File: src/rtl/if_stage_pkg.sv
// Shared types and helpers for the MINA2000 instruction fetch stage.
package if_stage_pkg;

    typedef logic [31:0] u32_t;

    localparam int unsigned INSTR_BYTES = 4;

    // Payload handed to the IF/ID register.
    typedef struct packed {
        u32_t ir;
        u32_t ia_plus_4;
    } id_params_t;

    // One fetched instruction waiting in the output buffer.
    typedef struct packed {
        u32_t ir;
        u32_t ia_plus_4;
    } fetch_entry_t;

    // Force an address onto an instruction boundary.
    function automatic u32_t word_align(input u32_t addr);
        return addr & ~u32_t'(INSTR_BYTES - 1);
    endfunction

endpackage

File: src/rtl/fetch_fifo.sv
// Small synchronous FIFO with flush; read data is the current head (no read latency).
module fetch_fifo #(
    parameter int WIDTH = 32,
    parameter int DEPTH = 2
) (
    input  logic                     clk,
    input  logic                     rst_n,
    input  logic                     i_push,
    input  logic [WIDTH-1:0]         i_din,
    input  logic                     i_pop,
    input  logic                     i_flush,
    output logic [WIDTH-1:0]         o_dout,
    output logic [$clog2(DEPTH):0]   o_count,
    output logic                     o_full,
    output logic                     o_empty
);
    localparam int AW = $clog2(DEPTH);
    localparam int CW = AW + 1;

    logic [WIDTH-1:0] r_mem [DEPTH];
    logic [AW-1:0]    r_wr_ptr;
    logic [AW-1:0]    r_rd_ptr;
    logic [CW-1:0]    r_count;
    logic             w_do_pop;
    logic             w_do_push;

    // A pop frees a slot, so a push into a full FIFO is allowed in the same cycle.
    assign w_do_pop  = i_pop && (r_count != '0);
    assign w_do_push = i_push && ((r_count != CW'(DEPTH)) || w_do_pop);

    assign o_dout  = r_mem[r_rd_ptr];
    assign o_count = r_count;
    assign o_full  = (r_count == CW'(DEPTH));
    assign o_empty = (r_count == '0);

    // Storage write; contents need no reset because count gates visibility.
    always_ff @(posedge clk) begin
        if (w_do_push && !i_flush) begin
            r_mem[r_wr_ptr] <= i_din;
        end
    end

    // Pointer and occupancy tracking; flush discards everything including same-cycle push.
    always_ff @(posedge clk or negedge rst_n) begin
        if (!rst_n) begin
            r_wr_ptr <= '0;
            r_rd_ptr <= '0;
            r_count  <= '0;
        end else if (i_flush) begin
            r_wr_ptr <= '0;
            r_rd_ptr <= '0;
            r_count  <= '0;
        end else begin
            if (w_do_push) r_wr_ptr <= r_wr_ptr + AW'(1);
            if (w_do_pop)  r_rd_ptr <= r_rd_ptr + AW'(1);
            r_count <= r_count + CW'(w_do_push) - CW'(w_do_pop);
        end
    end

endmodule

File: src/rtl/if_stage.sv
// Instruction fetch stage: PC, credit-limited request issue, response pairing and squash.
module if_stage
    import if_stage_pkg::*;
#(
    parameter logic [31:0] RESET_ADDR = 32'h0000_0000,
    parameter int          DEPTH      = 2
) (
    input  logic        clk,
    input  logic        rst_n,
    output logic        imem_req_valid,
    input  logic        imem_req_ready,
    output logic [31:0] imem_req_addr,
    input  logic        imem_rsp_valid,
    input  logic [31:0] imem_rsp_data,
    input  logic        redirect_valid,
    input  logic [31:0] redirect_addr,
    input  logic        id_ready,
    output logic        id_valid,
    output id_params_t  id_params
);
    localparam int CW = $clog2(DEPTH) + 1;

    u32_t          r_pc;
    logic [CW-1:0] r_drop_cnt;
    logic [CW-1:0] w_drop_next;
    logic [CW-1:0] w_outstanding;

    // The address FIFO holds one entry per un-answered fetch, so its count is in_flight.
    u32_t          w_addr_head;
    logic [CW-1:0] w_in_flight;
    logic          w_addr_full;
    logic          w_addr_empty;

    fetch_entry_t  w_buf_din;
    logic [$bits(fetch_entry_t)-1:0] w_buf_dout;
    logic [CW-1:0] w_buf_count;
    logic          w_buf_full;
    logic          w_buf_empty;

    logic          w_has_credit;
    logic          w_issue;
    u32_t          w_pc_plus_4;
    logic          w_rsp_drop;
    logic          w_rsp_accept;

    // Credits cover both words still in memory and words waiting for ID.
    assign w_has_credit   = (w_in_flight + w_buf_count) < CW'(DEPTH);
    assign imem_req_valid = rst_n && !redirect_valid && w_has_credit && !w_addr_full;
    assign imem_req_addr  = r_pc;
    assign w_issue        = imem_req_valid && imem_req_ready;
    assign w_pc_plus_4    = r_pc + u32_t'(INSTR_BYTES);

    // Stale words are eaten first; a word with nothing outstanding is simply ignored.
    assign w_rsp_drop   = imem_rsp_valid && (r_drop_cnt != '0);
    assign w_rsp_accept = imem_rsp_valid && (r_drop_cnt == '0) && !w_addr_empty
                          && !redirect_valid && !w_buf_full;

    assign w_buf_din = '{ir: imem_rsp_data, ia_plus_4: w_addr_head};

    fetch_fifo #(.WIDTH(32), .DEPTH(DEPTH)) u_addr_fifo (
        .clk     (clk),
        .rst_n   (rst_n),
        .i_push  (w_issue),
        .i_din   (w_pc_plus_4),
        .i_pop   (w_rsp_accept),
        .i_flush (redirect_valid),
        .o_dout  (w_addr_head),
        .o_count (w_in_flight),
        .o_full  (w_addr_full),
        .o_empty (w_addr_empty)
    );

    fetch_fifo #(.WIDTH($bits(fetch_entry_t)), .DEPTH(DEPTH)) u_out_buf (
        .clk     (clk),
        .rst_n   (rst_n),
        .i_push  (w_rsp_accept),
        .i_din   (w_buf_din),
        .i_pop   (id_ready && !w_buf_empty),
        .i_flush (redirect_valid),
        .o_dout  (w_buf_dout),
        .o_count (w_buf_count),
        .o_full  (w_buf_full),
        .o_empty (w_buf_empty)
    );

    assign id_valid  = !w_buf_empty;
    assign id_params = id_valid ? id_params_t'(w_buf_dout) : '0;

    // Outstanding responses after a redirect: everything already owed, less the word
    // arriving now (a kept word is discarded by the flush, a stale one is consumed).
    assign w_outstanding = r_drop_cnt + w_in_flight;

    // Next value of the squash counter.
    always_comb begin
        w_drop_next = r_drop_cnt;
        if (redirect_valid) begin
            w_drop_next = w_outstanding - CW'(imem_rsp_valid && (w_outstanding != '0));
        end else if (w_rsp_drop) begin
            w_drop_next = r_drop_cnt - CW'(1);
        end
    end

    // PC and squash counter; redirect overrides any issue.
    always_ff @(posedge clk or negedge rst_n) begin
        if (!rst_n) begin
            r_pc       <= RESET_ADDR;
            r_drop_cnt <= '0;
        end else begin
            r_drop_cnt <= w_drop_next;
            if (redirect_valid) begin
                r_pc <= word_align(redirect_addr);
            end else if (w_issue) begin
                r_pc <= w_pc_plus_4;
            end
        end
    end

    a_no_orphan_rsp: assert property (@(posedge clk) disable iff (!rst_n)
        imem_rsp_valid |-> ((r_drop_cnt != '0) || !w_addr_empty));

endmodule

File: config.mk
export PLATFORM = sky130hd
export DESIGN_NAME = if_stage
export DESIGN_NICKNAME = d
export VERILOG_FILES = /design/src/rtl/if_stage_pkg.sv /design/src/rtl/fetch_fifo.sv /design/src/rtl/if_stage.sv
export SDC_FILE = /design/constraint.sdc
export NUM_CORES = 1
export LEC_CHECK = 0
export ABC_AREA = 1
export CORE_MARGIN = 1
export CORE_UTILIZATION = 34
export CTS_BUF_LIST = sky130_fd_sc_hd__clkbuf_8
export DETAILED_ROUTE_END_ITERATION = 8
export GPL_TIMING_DRIVEN = 0
export PLACE_DENSITY_LB_ADDON = 0.1
export SLEW_MARGIN = 20
export SYNTH_ARGS = -nofsm -noshare
export SYNTH_HDL_FRONTEND = slang
export SYNTH_SLANG_ARGS = --single-unit
File: constraint.sdc
create_clock -name clk -period 7.3 [get_ports clk]
set_clock_uncertainty 0.2 [all_clocks]
set_input_delay 1.46 -clock clk [delete_from_list [all_inputs] [get_ports clk]]
set_output_delay 1.46 -clock clk [all_outputs]
set_load 0.01 [all_outputs]
Yosys cells after proc, flatten, opt, wreduce, memory -nomap -nowiden
Memory sizes are Yosys's and may differ from the RTL's.
Cells that the tools add are included.
Storage, ports and cells
  bits in registers: 42
  memory bits (writable): 192
  bits of input ports: 70
  output and inout port bits: 98
  logic and storage cells: 84
  memories: 2
Cells by class
  add/subtract/negate cells: 13
  magnitude comparators: 1
  equal/unequal tests: 4
  muxes and demuxes: 19
  reduce and logical (&&, ||, !) cells: 37
Memory list
  u_out_buf.r_mem: depth 2, bits a word 64, rd ports 1, clocked after memory_dff 0, write ports 1, line fetch_fifo.sv:20  | logic [WIDTH-1:0] r_mem [DEPTH];
  u_addr_fifo.r_mem: depth 2, bits a word 32, rd ports 1, clocked after memory_dff 0, write ports 1, line fetch_fifo.sv:20
Operators with widths (count)
  $mux W32: 2
  $mux W64: 1
  $add A32 B3 Y32 const B: 1
  $reduce_bool A2 Y1: 10
  $logic_and A1 B1 Y1: 17
  $mux W1: 12
  $mux W2: 4
  $logic_not A2 Y1: 3
  $sub A2 B1 Y2: 3
  $logic_not A1 Y1: 5
  $add A1 B1 Y1 const B: 4
  $add A2 B1 Y2: 2
  $add A2 B2 Y2: 2
  $eq A2 B2 Y1 const B: 2
  $ne A2 B2 Y1 const B: 2
  $logic_or A1 B1 Y1: 2
  $lt A2 B2 Y1 const B: 1
  $sub A2 B1 Y2 const B: 1

Logic depth before layout (Yosys ltp)
Gate-level depths: netlist of the first run.
  depth in word-level cells: 11
  depth in mapped cells: 13
  depth with buffers taken out: 13

Modules after synthesis
Synthesis of the first run repeated with hierarchy kept, for this count alone.
Second synthesis, totals
  cell total of the unflattened synthesis: 1109
  area, all modules: 10639.0 µm²
Modules (own cells, without submodules)
  fetch_fifo (u_out_buf): instances 1, cells an instance 373, area an instance 4927.2 µm², seq. area each 3943.8 µm²
  if_stage: instances 1, cells an instance 530, area an instance 3109.2 µm², seq. area each 800.8 µm²
  fetch_fifo (u_addr_fifo): instances 1, cells an instance 206, area an instance 2602.5 µm², seq. area each 2021.9 µm²

Least setup slack after synthesis of the first run
No wires, ideal clock.
  kind: input to register
  from: input redirect_valid
  to: memory u_out_buf.r_mem[0][10] (netlist name) (enable)
  setup time: 0.482 ns
  arrival time: 4.510 ns
  required time: 6.618 ns
  slack: 2.108 ns
  stages on the path: 4
  path buffers: 1
  cells stage by stage: buf_6 nor3_2 inv_1 nor2_1
On the way
  longest elaborated chain between the ends: 7
RTL lines
  start: declaration: line if_stage.sv:15  | input logic redirect_valid,
  $logic_not A1 Y1 (*): line fetch_fifo.sv:38, if_stage.sv:56
  $logic_and A1 B1 Y1 (2 in a row): line if_stage.sv:56  | && !redirect_valid && !w_buf_full;
  $logic_and A1 B1 Y1: line fetch_fifo.sv:29  | assign w_do_push = i_push && ((r_count != CW'(DEPTH)) || w_do_pop);
  $logic_and A1 B1 Y1 (*): line fetch_fifo.sv:38  | if (w_do_push && !i_flush) begin
  $mux W1 (*): line fetch_fifo.sv:38
  $mux W1 (implied by the code) (*): line fetch_fifo.sv:39  | r_mem[r_wr_ptr] <= i_din;
  end: declaration: line fetch_fifo.sv:20
Mark *: on every way between the ends. The rest lies on a longest branch, timed or not.

Worst setup path after layout of the first run
  from: input rst_n
  to: output imem_req_valid
On the way
  longest elaborated chain between the ends: 3
RTL lines
  start: declaration: line if_stage.sv:9  | input logic rst_n,
  $logic_and A1 B1 Y1 (3 in a row): line if_stage.sv:48  | assign imem_req_valid = rst_n && !redirect_valid && w_has_credit && !w_addr_full;
  end: declaration: line if_stage.sv:10  | output logic imem_req_valid,
Every way passes these cells.

==> results.toml, run 1 <==
[outcome]
status = "complete, no violations"

[place]
place.gp.congestion = 0.866
port_buffers = 160
pre_cts_slack_ns = 2.55
post_dp_cell_area_um2 = 12300
hpwl_um = 17900

[synth]
ys_seq_area_frac = 0.657
synth.distinct_cells = 37
ys.warnings.count = 0
synth-seq-cells = 224
netlist_area_um2 = 9930
synth_top_area_cell = "edfxtp_1"
synthCells = 903
synth_top_area_frac = 0.556
synth.avg_cell_area_um2 = 11.0
synthTopCellsByArea = "edfxtp_1, nand2_1, dfrtp_1"

[floorplan]
start_util = 0.346
core-area_um2 = 28700
die_area_um2 = 29900
die_w_um = 173
row_count = 62
die_h_um = 173
ioPinCount = 168

[flow_run]
maxCapViolations = 0

[clocking]
post-cts-setup-buffers = 0
cts_max_level = 2
cts_buffers = 39
cts-resized-gates = 0
clkLatencyLatePin_ns = 0.53
clk_pin_slew_ns = 0.06
cts-hold-fix-buffers = 0
root_buffer = "clkbuf_8"
cts_sinks = 224
cts_tree = "done"
cts_buffer_depth = 3

[timing]
hold_viol = 0
final-setup-viol-count = 0
rsz0062_at_grt = "no"
slew_viol_final = 0
fmax_mhz = 213
worst_pin_slew_ns = 0.727
layout_setup_ws_ns = 2.61
min_period_over_period = 0.643
slew-limit-headroom = 0.515
period_needed_ns = 4.69

[setup_path]
critical-path-top-delay-family = "buffers and inverters"
slowest_delay_ns = 0.53
crit_path_end_kind = "output pin"
path_cells = "buf_2, nand2_2, nor2_4, nand3_4, inv_1, clkdlybuf4s50_1"
path_buf_inv = 3
crit_fanout = 24
crit_arrival_ns = 3.03
cp_slowest_cell = "buf_2"
required_ns = 5.64
reg2reg_slack_ns = 4.75
startpoint_type = "primary input"
critPathKind = "in -> out"

[layout]
final_nets = 1194
drive_above_1_share = 0.126
insertedDiodeCount = 0
num-fill-cells = 2731
finalInstanceArea_um2 = 13000
area_delta_synth_final_pct = 31.3

[global_route]
grt.busiest_layer = "met2"
grt_usage = 0.173
met2_usage = 0.280
grt_max_degree = 25
met3_usage = 0.0312
gr-total-overflow = 0
grt_pass1_wl_um = 40000
antenna_found_initial = 0
grt_pass1_vias = 7073
met1_usage = 0.236

[drt]
via_count = 7025
drt_iter0_markers = 395
ant_nets = 0
viasPerCell = 4.59
dr.pass1.iters = 4
wire_per_inst_um = 16.4
drc_errors = 0
routed_wirelength_um = 25100

[power_and_ir_drop]
leakage_nw = 4.96
p_total_w = 0.00382
power.density_nw_per_um2 = 293
peakVddDrop_mv = 0.100

[worst_hold_path]
hold_path_class = "reg -> reg"
## final timing paths
path | startpoint | to | cells after the start
setup / recovery | rst_n | imem_req_valid | 6
hold reg to reg | r_drop_cnt[1] | r_drop_cnt[1] | 2
min in group asynchronous | rst_n | r_drop_cnt[0] | 1
hold / removal | r_drop_cnt[1] | r_drop_cnt[1] | 2
setup reg to reg | r_drop_cnt[0] | u_out_buf.r_mem[0][6] | 8
max in group asynchronous | rst_n | imem_req_addr[17] | 2
## where the power goes
part,leakage (nW),switching [W],internal (W),total (W)
logic,2.36,0.000667,0.000520,0.00119
registers,2.16,0.0000649,0.00146,0.00152
clock network,0.444,0.000490,0.000623,0.00111
total,4.96,0.00122,0.00260,0.00382
## Yosys cell counts
cell / number
buf_2: 7
clkbuf_1: 21
nor2_2: 6
dfrtp_1: 40
and2_1: 5
nor3_2: 1
nand4_4: 1
nor2_1: 55
nor2_8: 2
nand2_2: 12
xor2_1: 4
nor2_4: 1
buf_12: 1
inv_1: 48
xnor2_1: 11
a21oi_1: 63
nand4_1: 2
o21ai_0: 9
nand3b_1: 9
buf_4: 4
inv_2: 4
nand3_4: 1
nor3_1: 1
nand2_1: 301
o211ai_1: 1
buf_6: 4
o21ai_1: 3
conb_1: 1
o21bai_1: 2
mux2_2: 28
ha_1: 8
mux2_1: 2
mux2i_1: 1
nand3_2: 12
buf_1: 2
nand3_1: 46
edfxtp_1: 184
## sequential cells by signal, summed over array words and instances (netlist names)
name,cells
u_out_buf.o_count,2
r_drop_cnt,2
u_out_buf.r_wr_ptr,1
u_addr_fifo.r_wr_ptr,1
u_out_buf.r_mem,124
u_addr_fifo.r_rd_ptr,1
imem_req_addr,30
u_out_buf.r_rd_ptr,1
u_addr_fifo.o_count,2
u_addr_fifo.r_mem,60
## through the flow
step,instances,TNS (ns),hold WS (ns),util
final,1529,0,0.340,0.454
after global routing,1529,0,0.361,0.454
after CTS,1529,0,0.348,0.454
after detailed placement,1459,0,0.333,0.428
after global placement,1450,-48.40,0.284,0.419
after floorplan,906,0,0.268,-
## layout by cell type, fill, tap and decap left out, types with 8 or more instances in the layout
master	synthesis	final
nand3_1	46	46
dfrtp_1	40	40
nand2_2	12	12
nand2_1	301	301
buf_2	7	8
clkbuf_1	21	21
nand3b_1	9	9
ha_1	8	8
clkbuf_8	0	41
xnor2_1	11	11
edfxtp_1	184	184
a21oi_1	63	63
inv_1	48	65
clkinv_1	0	8
nor2_1	55	50
mux2_2	28	28
nand3_2	12	12
o21ai_0	9	9
clkdlybuf4s50_1	0	159
## routing by layer
metal | vias up | part of all wire
met2 | 179 | 0.47
li1 | 3480 | -
met4 | 0 | 0.021
met5 | - | 0
met3 | 42 | 0.041
met1 | 3324 | 0.47
## cell type report
class	count	area [µm²]	area share
sequential	224	6530	0.500
timing repair buffer	169	1830	0.140
inverter	52	195	0.0150
clock buffer	41	564	0.0433
clock inverter	29	189	0.0145
multi-input combinational	591	3040	0.233
buffer	39	216	0.0166
tap	384	480	0.0368
## worst register-to-register path, cell delays in order (launching register included)
cell,delay [ns]
dfrtp_1,0.38
inv_1,0.10
ha_1,0.17
nand3_1,0.12
nor3_2,0.28
inv_1,0.21
nor2_4,0.34
buf_16,0.22
buf_12,0.20
## cells by family after synthesis
logic type,count (synthesis),synth area share
AO/OA/AOI/OAI,78,0.0400
XOR/XNOR,15,0.0132
adder cells (fa/ha/maj),8,0.0101
buffers and inverters,91,0.0414
flip-flops,224,0.657
multiplexers,31,0.0350
other,1,0.000377
AND/OR/NAND/NOR,455,0.203
Power figures use the tool's default switching activity.
==> run 2: changes to the inputs <==
- clock period: 7.3 -> 4.9 ns (I/O delays scaled with it)
==> results of run 2 <==
The final DEF is identical to that of run 1. Status: complete, no violations.
Main changes from that run: setup slack after placement 2.55 ns -> 1.11 ns; setup slack after layout 2.61 ns -> 1.01 ns; hold slack 0.340 ns -> 0.299 ns; start point of the critical path rst_n -> u_out_buf.r_rd_ptr; end point of the critical path imem_req_valid -> id_params[57]; register-to-register setup slack 4.75 ns -> 2.35 ns; total power 0.00382 W -> 0.00570 W; worst IR drop on VDD 0.100 mV -> 0.149 mV
